### src/rtl/wb_arbiter_if.sv
// Writeback arbiter bus bundle: functional-unit result inputs, ROB state,
// flush request and the registered CDB broadcast.
interface wb_arbiter_if #(
    parameter int TAG_W  = 5,
    parameter int PREG_W = 7
);
    logic              alu_valid, b_valid, mem_valid;
    logic [TAG_W-1:0]  alu_rob_tag, b_rob_tag, mem_rob_tag;
    logic [PREG_W-1:0] alu_pd, b_pd, mem_pd;
    logic              alu_we, b_we, mem_we;
    logic [31:0]       alu_result, b_result, mem_result;
    logic              alu_ready, b_ready, mem_ready;
    logic [TAG_W-1:0]  rob_head;
    logic              mispredict;
    logic [TAG_W-1:0]  mispredict_tag;
    logic              cdb_valid;
    logic [TAG_W-1:0]  cdb_rob_tag;
    logic [PREG_W-1:0] cdb_pd;
    logic              cdb_we;
    logic [31:0]       cdb_data;
    logic [1:0]        cdb_src;

    modport slave (
        input  alu_valid, b_valid, mem_valid,
        input  alu_rob_tag, b_rob_tag, mem_rob_tag,
        input  alu_pd, b_pd, mem_pd,
        input  alu_we, b_we, mem_we,
        input  alu_result, b_result, mem_result,
        output alu_ready, b_ready, mem_ready,
        input  rob_head, mispredict, mispredict_tag,
        output cdb_valid, cdb_rob_tag, cdb_pd, cdb_we, cdb_data, cdb_src
    );

    modport master (
        output alu_valid, b_valid, mem_valid,
        output alu_rob_tag, b_rob_tag, mem_rob_tag,
        output alu_pd, b_pd, mem_pd,
        output alu_we, b_we, mem_we,
        output alu_result, b_result, mem_result,
        input  alu_ready, b_ready, mem_ready,
        output rob_head, mispredict, mispredict_tag,
        input  cdb_valid, cdb_rob_tag, cdb_pd, cdb_we, cdb_data, cdb_src
    );
endinterface

### src/rtl/wb_arbiter.sv
// Writeback arbiter: three per-unit result FIFOs, round-robin grant onto a
// registered CDB port, with squashing of results younger than a mispredict.
module wb_arbiter #(
    parameter int DEPTH  = 4,
    parameter int TAG_W  = 5,
    parameter int PREG_W = 7
) (
    input  logic         clk,
    input  logic         reset,
    wb_arbiter_if.slave  bus
);
    localparam int PW = $clog2(DEPTH);
    localparam int CW = PW + 1;

    logic              v_q    [3][DEPTH];
    logic [TAG_W-1:0]  tag_q  [3][DEPTH];
    logic [PREG_W-1:0] pd_q   [3][DEPTH];
    logic              we_q   [3][DEPTH];
    logic [31:0]       data_q [3][DEPTH];
    logic [PW-1:0]     head_q [3];
    logic [PW-1:0]     tail_q [3];
    logic [CW-1:0]     cnt_q  [3];
    logic [1:0]        rr_q, rr_d;

    logic              cdb_valid_q, cdb_valid_d;
    logic [TAG_W-1:0]  cdb_tag_q, cdb_tag_d;
    logic [PREG_W-1:0] cdb_pd_q, cdb_pd_d;
    logic              cdb_we_q, cdb_we_d;
    logic [31:0]       cdb_data_q, cdb_data_d;
    logic [1:0]        cdb_src_q, cdb_src_d;

    logic              in_v    [3];
    logic [TAG_W-1:0]  in_tag  [3];
    logic [PREG_W-1:0] in_pd   [3];
    logic              in_we   [3];
    logic [31:0]       in_data [3];

    logic              v_post [3][DEPTH];
    logic              ready  [3];
    logic              cand   [3];
    logic              push   [3];
    logic              pop    [3];
    logic              found;
    logic [1:0]        gsel;
    logic [TAG_W-1:0]  mp_age;

    always_comb begin
        in_v[0]    = bus.alu_valid;   in_v[1]    = bus.b_valid;   in_v[2]    = bus.mem_valid;
        in_tag[0]  = bus.alu_rob_tag; in_tag[1]  = bus.b_rob_tag; in_tag[2]  = bus.mem_rob_tag;
        in_pd[0]   = bus.alu_pd;      in_pd[1]   = bus.b_pd;      in_pd[2]   = bus.mem_pd;
        in_we[0]   = bus.alu_we;      in_we[1]   = bus.b_we;      in_we[2]   = bus.mem_we;
        in_data[0] = bus.alu_result;  in_data[1] = bus.b_result;  in_data[2] = bus.mem_result;
    end

    // Age relative to the ROB head; modular subtraction handles tag wrap.
    assign mp_age = bus.mispredict_tag - bus.rob_head;

    function automatic logic squash(input logic [TAG_W-1:0] t);
        logic [TAG_W-1:0] a;
        a = t - bus.rob_head;
        return bus.mispredict && (a > mp_age);
    endfunction

    always_comb begin
        found = 1'b0;
        gsel  = 2'd0;
        for (int unsigned s = 0; s < 3; s++) begin
            for (int unsigned i = 0; i < DEPTH; i++)
                v_post[s][i] = v_q[s][i] && !squash(tag_q[s][i]);
            ready[s] = (cnt_q[s] != CW'(DEPTH));
            cand[s]  = (cnt_q[s] != '0) && v_post[s][head_q[s]];
            push[s]  = in_v[s] && ready[s] && !squash(in_tag[s]);
        end
        for (int unsigned k = 0; k < 3; k++) begin
            int unsigned idx;
            idx = (32'(rr_q) + k) % 3;
            if (!found && cand[idx]) begin
                found = 1'b1;
                gsel  = 2'(idx);
            end
        end
        // Non-empty heads that are not candidates are bubbles and drain for free.
        for (int unsigned s = 0; s < 3; s++)
            pop[s] = (cnt_q[s] != '0) && (!cand[s] || (found && gsel == 2'(s)));

        rr_d        = rr_q;
        cdb_valid_d = found;
        cdb_tag_d   = cdb_tag_q;
        cdb_pd_d    = cdb_pd_q;
        cdb_we_d    = cdb_we_q;
        cdb_data_d  = cdb_data_q;
        cdb_src_d   = cdb_src_q;
        if (found) begin
            rr_d       = (gsel == 2'd2) ? 2'd0 : gsel + 2'd1;
            cdb_tag_d  = tag_q[gsel][head_q[gsel]];
            cdb_pd_d   = pd_q[gsel][head_q[gsel]];
            cdb_we_d   = we_q[gsel][head_q[gsel]];
            cdb_data_d = data_q[gsel][head_q[gsel]];
            cdb_src_d  = gsel;
        end
    end

    always_ff @(posedge clk or posedge reset) begin
        if (reset) begin
            for (int unsigned s = 0; s < 3; s++) begin
                for (int unsigned i = 0; i < DEPTH; i++) begin
                    v_q[s][i]    <= 1'b0;
                    tag_q[s][i]  <= '0;
                    pd_q[s][i]   <= '0;
                    we_q[s][i]   <= 1'b0;
                    data_q[s][i] <= '0;
                end
                head_q[s] <= '0;
                tail_q[s] <= '0;
                cnt_q[s]  <= '0;
            end
            rr_q        <= 2'd0;
            cdb_valid_q <= 1'b0;
            cdb_tag_q   <= '0;
            cdb_pd_q    <= '0;
            cdb_we_q    <= 1'b0;
            cdb_data_q  <= '0;
            cdb_src_q   <= 2'd0;
        end else begin
            for (int unsigned s = 0; s < 3; s++) begin
                for (int unsigned i = 0; i < DEPTH; i++)
                    v_q[s][i] <= v_post[s][i];
                if (pop[s]) begin
                    v_q[s][head_q[s]] <= 1'b0;
                    head_q[s]         <= head_q[s] + 1'b1;
                end
                if (push[s]) begin
                    v_q[s][tail_q[s]]    <= 1'b1;
                    tag_q[s][tail_q[s]]  <= in_tag[s];
                    pd_q[s][tail_q[s]]   <= in_pd[s];
                    we_q[s][tail_q[s]]   <= in_we[s];
                    data_q[s][tail_q[s]] <= in_data[s];
                    tail_q[s]            <= tail_q[s] + 1'b1;
                end
                cnt_q[s] <= cnt_q[s] + CW'(push[s]) - CW'(pop[s]);
            end
            rr_q        <= rr_d;
            cdb_valid_q <= cdb_valid_d;
            cdb_tag_q   <= cdb_tag_d;
            cdb_pd_q    <= cdb_pd_d;
            cdb_we_q    <= cdb_we_d;
            cdb_data_q  <= cdb_data_d;
            cdb_src_q   <= cdb_src_d;
        end
    end

    assign bus.alu_ready   = ready[0];
    assign bus.b_ready     = ready[1];
    assign bus.mem_ready   = ready[2];
    assign bus.cdb_valid   = cdb_valid_q;
    assign bus.cdb_rob_tag = cdb_tag_q;
    assign bus.cdb_pd      = cdb_pd_q;
    assign bus.cdb_we      = cdb_we_q;
    assign bus.cdb_data    = cdb_data_q;
    assign bus.cdb_src     = cdb_src_q;
endmodule

### src/flat_wrapper.sv
// flat-port wrapper written by rule: the top's interface ports become plain ports
module wb_arbiter_flat 
#(
    parameter int DEPTH  = 4,
    parameter int TAG_W  = 5,
    parameter int PREG_W = 7
)
  (clk, reset, bus_alu_valid, bus_b_valid, bus_mem_valid, bus_alu_rob_tag, bus_b_rob_tag, bus_mem_rob_tag, bus_alu_pd, bus_b_pd, bus_mem_pd, bus_alu_we, bus_b_we, bus_mem_we, bus_alu_result, bus_b_result, bus_mem_result, bus_alu_ready, bus_b_ready, bus_mem_ready, bus_rob_head, bus_mispredict, bus_mispredict_tag, bus_cdb_valid, bus_cdb_rob_tag, bus_cdb_pd, bus_cdb_we, bus_cdb_data, bus_cdb_src);
  wb_arbiter_if #(.TAG_W(TAG_W), .PREG_W(PREG_W)) bus_i ();
  input  logic clk;
  input  logic reset;
  input wire logic [$bits(bus_i.alu_valid)-1:0] bus_alu_valid;
  input wire logic [$bits(bus_i.b_valid)-1:0] bus_b_valid;
  input wire logic [$bits(bus_i.mem_valid)-1:0] bus_mem_valid;
  input wire logic [$bits(bus_i.alu_rob_tag)-1:0] bus_alu_rob_tag;
  input wire logic [$bits(bus_i.b_rob_tag)-1:0] bus_b_rob_tag;
  input wire logic [$bits(bus_i.mem_rob_tag)-1:0] bus_mem_rob_tag;
  input wire logic [$bits(bus_i.alu_pd)-1:0] bus_alu_pd;
  input wire logic [$bits(bus_i.b_pd)-1:0] bus_b_pd;
  input wire logic [$bits(bus_i.mem_pd)-1:0] bus_mem_pd;
  input wire logic [$bits(bus_i.alu_we)-1:0] bus_alu_we;
  input wire logic [$bits(bus_i.b_we)-1:0] bus_b_we;
  input wire logic [$bits(bus_i.mem_we)-1:0] bus_mem_we;
  input wire logic [$bits(bus_i.alu_result)-1:0] bus_alu_result;
  input wire logic [$bits(bus_i.b_result)-1:0] bus_b_result;
  input wire logic [$bits(bus_i.mem_result)-1:0] bus_mem_result;
  output wire logic [$bits(bus_i.alu_ready)-1:0] bus_alu_ready;
  output wire logic [$bits(bus_i.b_ready)-1:0] bus_b_ready;
  output wire logic [$bits(bus_i.mem_ready)-1:0] bus_mem_ready;
  input wire logic [$bits(bus_i.rob_head)-1:0] bus_rob_head;
  input wire logic [$bits(bus_i.mispredict)-1:0] bus_mispredict;
  input wire logic [$bits(bus_i.mispredict_tag)-1:0] bus_mispredict_tag;
  output wire logic [$bits(bus_i.cdb_valid)-1:0] bus_cdb_valid;
  output wire logic [$bits(bus_i.cdb_rob_tag)-1:0] bus_cdb_rob_tag;
  output wire logic [$bits(bus_i.cdb_pd)-1:0] bus_cdb_pd;
  output wire logic [$bits(bus_i.cdb_we)-1:0] bus_cdb_we;
  output wire logic [$bits(bus_i.cdb_data)-1:0] bus_cdb_data;
  output wire logic [$bits(bus_i.cdb_src)-1:0] bus_cdb_src;
  assign bus_i.alu_valid = bus_alu_valid;
  assign bus_i.b_valid = bus_b_valid;
  assign bus_i.mem_valid = bus_mem_valid;
  assign bus_i.alu_rob_tag = bus_alu_rob_tag;
  assign bus_i.b_rob_tag = bus_b_rob_tag;
  assign bus_i.mem_rob_tag = bus_mem_rob_tag;
  assign bus_i.alu_pd = bus_alu_pd;
  assign bus_i.b_pd = bus_b_pd;
  assign bus_i.mem_pd = bus_mem_pd;
  assign bus_i.alu_we = bus_alu_we;
  assign bus_i.b_we = bus_b_we;
  assign bus_i.mem_we = bus_mem_we;
  assign bus_i.alu_result = bus_alu_result;
  assign bus_i.b_result = bus_b_result;
  assign bus_i.mem_result = bus_mem_result;
  assign bus_alu_ready = bus_i.alu_ready;
  assign bus_b_ready = bus_i.b_ready;
  assign bus_mem_ready = bus_i.mem_ready;
  assign bus_i.rob_head = bus_rob_head;
  assign bus_i.mispredict = bus_mispredict;
  assign bus_i.mispredict_tag = bus_mispredict_tag;
  assign bus_cdb_valid = bus_i.cdb_valid;
  assign bus_cdb_rob_tag = bus_i.cdb_rob_tag;
  assign bus_cdb_pd = bus_i.cdb_pd;
  assign bus_cdb_we = bus_i.cdb_we;
  assign bus_cdb_data = bus_i.cdb_data;
  assign bus_cdb_src = bus_i.cdb_src;
  wb_arbiter #(.DEPTH(DEPTH), .TAG_W(TAG_W), .PREG_W(PREG_W)) u_core (.clk(clk), .reset(reset), .bus(bus_i));
endmodule
### config.mk
export PLATFORM = sky130hd
export DESIGN_NAME = wb_arbiter_flat
export DESIGN_NICKNAME = d
export VERILOG_FILES = /design/src/rtl/wb_arbiter_if.sv /design/src/rtl/wb_arbiter.sv /design/src/flat_wrapper.sv
export SDC_FILE = /design/constraint.sdc
export NUM_CORES = 2
export LEC_CHECK = 0
export ABC_AREA = 1
export ABC_CLOCK_PERIOD_IN_PS = 26800
export BUFFER_PORTS_ARGS = -buffer_cell sky130_fd_sc_hd__buf_2
export CAP_MARGIN = 0
export CELL_PAD_IN_SITES_DETAIL_PLACEMENT = 0
export CELL_PAD_IN_SITES_GLOBAL_PLACEMENT = 2
export CORE_MARGIN = 2
export CORE_UTILIZATION = 36
export CTS_CLUSTER_DIAMETER = 80
export DETAILED_ROUTE_END_ITERATION = 7
export GPL_ROUTABILITY_DRIVEN = 0
export PLACE_DENSITY = 0.92
export SETUP_SLACK_MARGIN = 0.4
export SYNTH_ARGS = -nofsm -noshare
export SYNTH_HDL_FRONTEND = slang
export SYNTH_SLANG_ARGS = --single-unit
### constraint.sdc
create_clock -name clk -period 26.8 [get_ports clk]
set_input_delay 5.36 -clock clk [delete_from_list [all_inputs] [get_ports clk]]
set_output_delay 5.36 -clock clk [all_outputs]
set_load 0.05 [all_outputs]
==> impl_results.md <==
- Run status: completed
- # DRC: 0
- Mean area per synthesized cell: 7.37 um2
- DR iter-0 viols: 2550
- Post-CTS Resized: 0
- Final Hold Viols: 0
- Fmax: 81.9 MHz
- Setup Skew: a little over 0.03 ns
- Post-synthesis sequential area ratio: around 45%
- CTS tree: yes
- Grt ovf: 0
- First-pass GRT wire length: 177000 um
- Most used cell along the critical path: nand2_1
- Initial antenna violation count: 4
- # diodes: 0
- Net Count, Synth: around 5100
- # hold bufs at CTS: 0
- GRT Total Usage: between 20% and 30%
- Number of global-route vias before repair: about 29000
- Fin crit period: roughly 12 ns
- Clk buf depth: 3
- Vias per cell: 4.89
- Post-DP HPWL: 70600 um
- Largest net degree at the start of global routing: about 160
- Max FO, Critical Path: 123
- Die ar.: 99300 um2
- Synth area leaders: dfrtp_1, nand2_1, o21ai_0
- Post-synth design cell area: around 35000 um2
- Width of the die: around 320 um
- Core area: 96300 um2
- Largest delay share family, worst path: simple AND/OR/NAND/NOR gates
- Clk root buf: clkbuf_16
- YS warnings: 0
- Share of cells above drive strength 1: under 10%
- CP peak stage delay: 1.08 ns
- Htree depth: 3
- Setup tns final: 0 ns
- Wire length per cell: 18.6 um
- Die Y: 315 um
- Worst Path Required: 27.36 ns
- Slew HR: 23.8%
- Final Max Slew Viols: 0
- Initial Utilization: 36.2%
- Area of the multi-input gates: about 16000 um2
- Setup Fix Bufs, Post-CTS: 0
- Area grow syn2layout: 12.7%
- Post-synthesis cell count: 4729
- Crit. End Element: flip-flop
- FF/Latch Area: 15600 um2
- Detailed-route via count: 29900
- RSZ-0062 raised after global routing: false
- DRT Pass-1 Iters: 6
- Top Ports: 202
- Synth area leader: dfrtp_1
- Clk_lat worst skew: 0.64 ns
- WP buf/inv: 6
- Crit share post-route: 45.6%
- Crit Path Class: input pin to flip-flop
- Synth Register Bits: 623
- Routed Antenna Nets: 0
- Max stage delay cell, worst path: nand2_8
- Fin nets: ~5000
- Actual slew at the worst max-slew pin: 1.14 ns
- Max Cap Violations: 0
- Startpoint Class: input pin
- Post-Route WL: 114000 um
- Crit path DAT: 12.77 ns
- Reg clk slew, reported paths: approximately 0.060 ns
- Inserted Clock Buffers: 76
- Final setup vio count: 0
- Layout fillers: 10200
- Worst hold path class: flip-flop to flip-flop
- PortBufs: 201
- CTS Sinks: a little over 600
- Yosys cell types: 40
- # rows: roughly 110
- Top cell type's share of synthesized area: about 45%
==> routing by layer <==
metal | share of wire, % | up-vias | global-route usage, %
li1 | - | 14900 | -
met1 | 46 | 14200 | 31.8
met2 | 46 | 709 | 37.6
met3 | 5.1 | 171 | 3.56
met4 | 2.9 | 6 | 6.71
met5 | 0.025 | - | 0
==> path summary, 6_finish.rpt <==
kind / slack (ns) / to / from / cells past startpoint
max in group asynchronous: 18.83 / u_core.data_q[16] / reset / 5
min: 0.47 / u_core.bus.cdb_data[23] / u_core.bus.cdb_data[23] / 2
min reg2reg: 0.47 / u_core.bus.cdb_data[23] / u_core.bus.cdb_data[23] / 2
max: 14.58 / u_core.bus.cdb_data[27] / bus_rob_head[2] / 28
max reg2reg: 19.84 / u_core.bus.cdb_data[27] / u_core.tag_q[45] / 32
min in group asynchronous: 4.84 / u_core.data_q[226] / reset / 2
==> placed cells by master (no fill, tap or decap), types with 4 or more instances in the layout <==
master	instances
bufinv_16	4
buf_2	201
inv_1	602
nand2_2	4
clkinv_2	5
and3_1	7
nand3_1	465
nor2_1	45
ha_1	156
clkbuf_8	23
inv_2	12
inv_6	4
o21ai_0	548
buf_4	34
a31oi_1	4
fa_1	19
xor2_1	47
o21bai_1	4
nand3b_1	11
clkbuf_16	80
nand2_4	15
and2_1	7
a21oi_1	39
dfrtp_1	623
nand2_1	1801
a21o_1	8
nand4_1	21
xnor2_1	16
clkbuf_1	12
==> Yosys cell counts <==
library cell and number:
o21ai_4 1, nor3_1 3, a31oi_1 4, o21a_1 1
o221ai_1 1, and2_1 7, clkbuf_1 123, a21oi_1 39
buf_8 1, o211ai_1 2, xnor2_1 17, fa_1 19
a21o_1 8, a21oi_2 1, o21ai_1 3, buf_2 100
o21ai_2 1, nand4_2 1, nand2_2 7, o21bai_1 4
o21ai_0 548, nand4_1 21, a21boi_0 3, inv_2 11
dfrtp_1 623, nor2_1 45, nand3b_1 11, inv_4 1
nand2_1 1814, inv_1 605, buf_4 5, o22ai_1 1
nand2_4 1, buf_6 13, buf_1 7, nand3_2 2
nand3_1 465, and3_1 7, xor2_1 47, ha_1 156
==> area by class of cell <==
cell class	count	share of cell area, %
Sequential cell	623	39.7
Inverter	617	5.94
Timing Repair Buffer	236	3.26
Tap cell	1276	4.06
Clock buffer	115	6.01
Multi-Input combinational cell	3240	40.5
Clock inverter	16	0.576
==> worst min-delay path: stages, from the launching register on <==
cell and delay [ns]:
dfrtp_1 0.34, nand2_1 0.05, nand2_1 0.05
==> metrics by stage <==
stage	cells	hold slack, ns	util (%)	setup WS (ns)	instance area (um2)
floorplan	4729	0.453	-	3.99	34900
global placement	5992	0.460	38.1	13.90	36700
detailed placement	5992	0.464	38.1	13.90	36700
CTS	6123	0.479	40.8	14.56	39300
global route	6123	0.493	40.8	13.91	39300
finish	6123	0.474	40.8	14.58	39300
==> registers in the layout (all words and copies together) (netlist names) <==
signal / cells
u_core.cnt_q: 9
u_core.bus.cdb_src: 2
u_core.bus.cdb_rob_tag: 5
u_core.we_q: 12
u_core.head_q: 6
u_core.data_q: 384
u_core.v_q: 12
u_core.bus.cdb_we: 1
u_core.rr_q: 2
u_core.bus.cdb_valid: 1
u_core.tag_q: 60
u_core.bus.cdb_data: 32
u_core.bus.cdb_pd: 7
u_core.tail_q: 6
u_core.pd_q: 84
==> cells by family after synthesis <==
logic type / after synthesis / share of synthesized area (%)
DFF: 623 / 44.7
buffers and inverters: 866 / 10.1
and+or+nand+nor: 2384 / 27.9
xor gates and xnor gates: 64 / 1.61
adders and majority gates: 175 / 6.69
AOI/OAI and AO/OA: 617 / 9.07
Power is left out: the tool's default activity adds up to more than one toggle a clock period on the data nets, which glitch-free logic cannot reach.
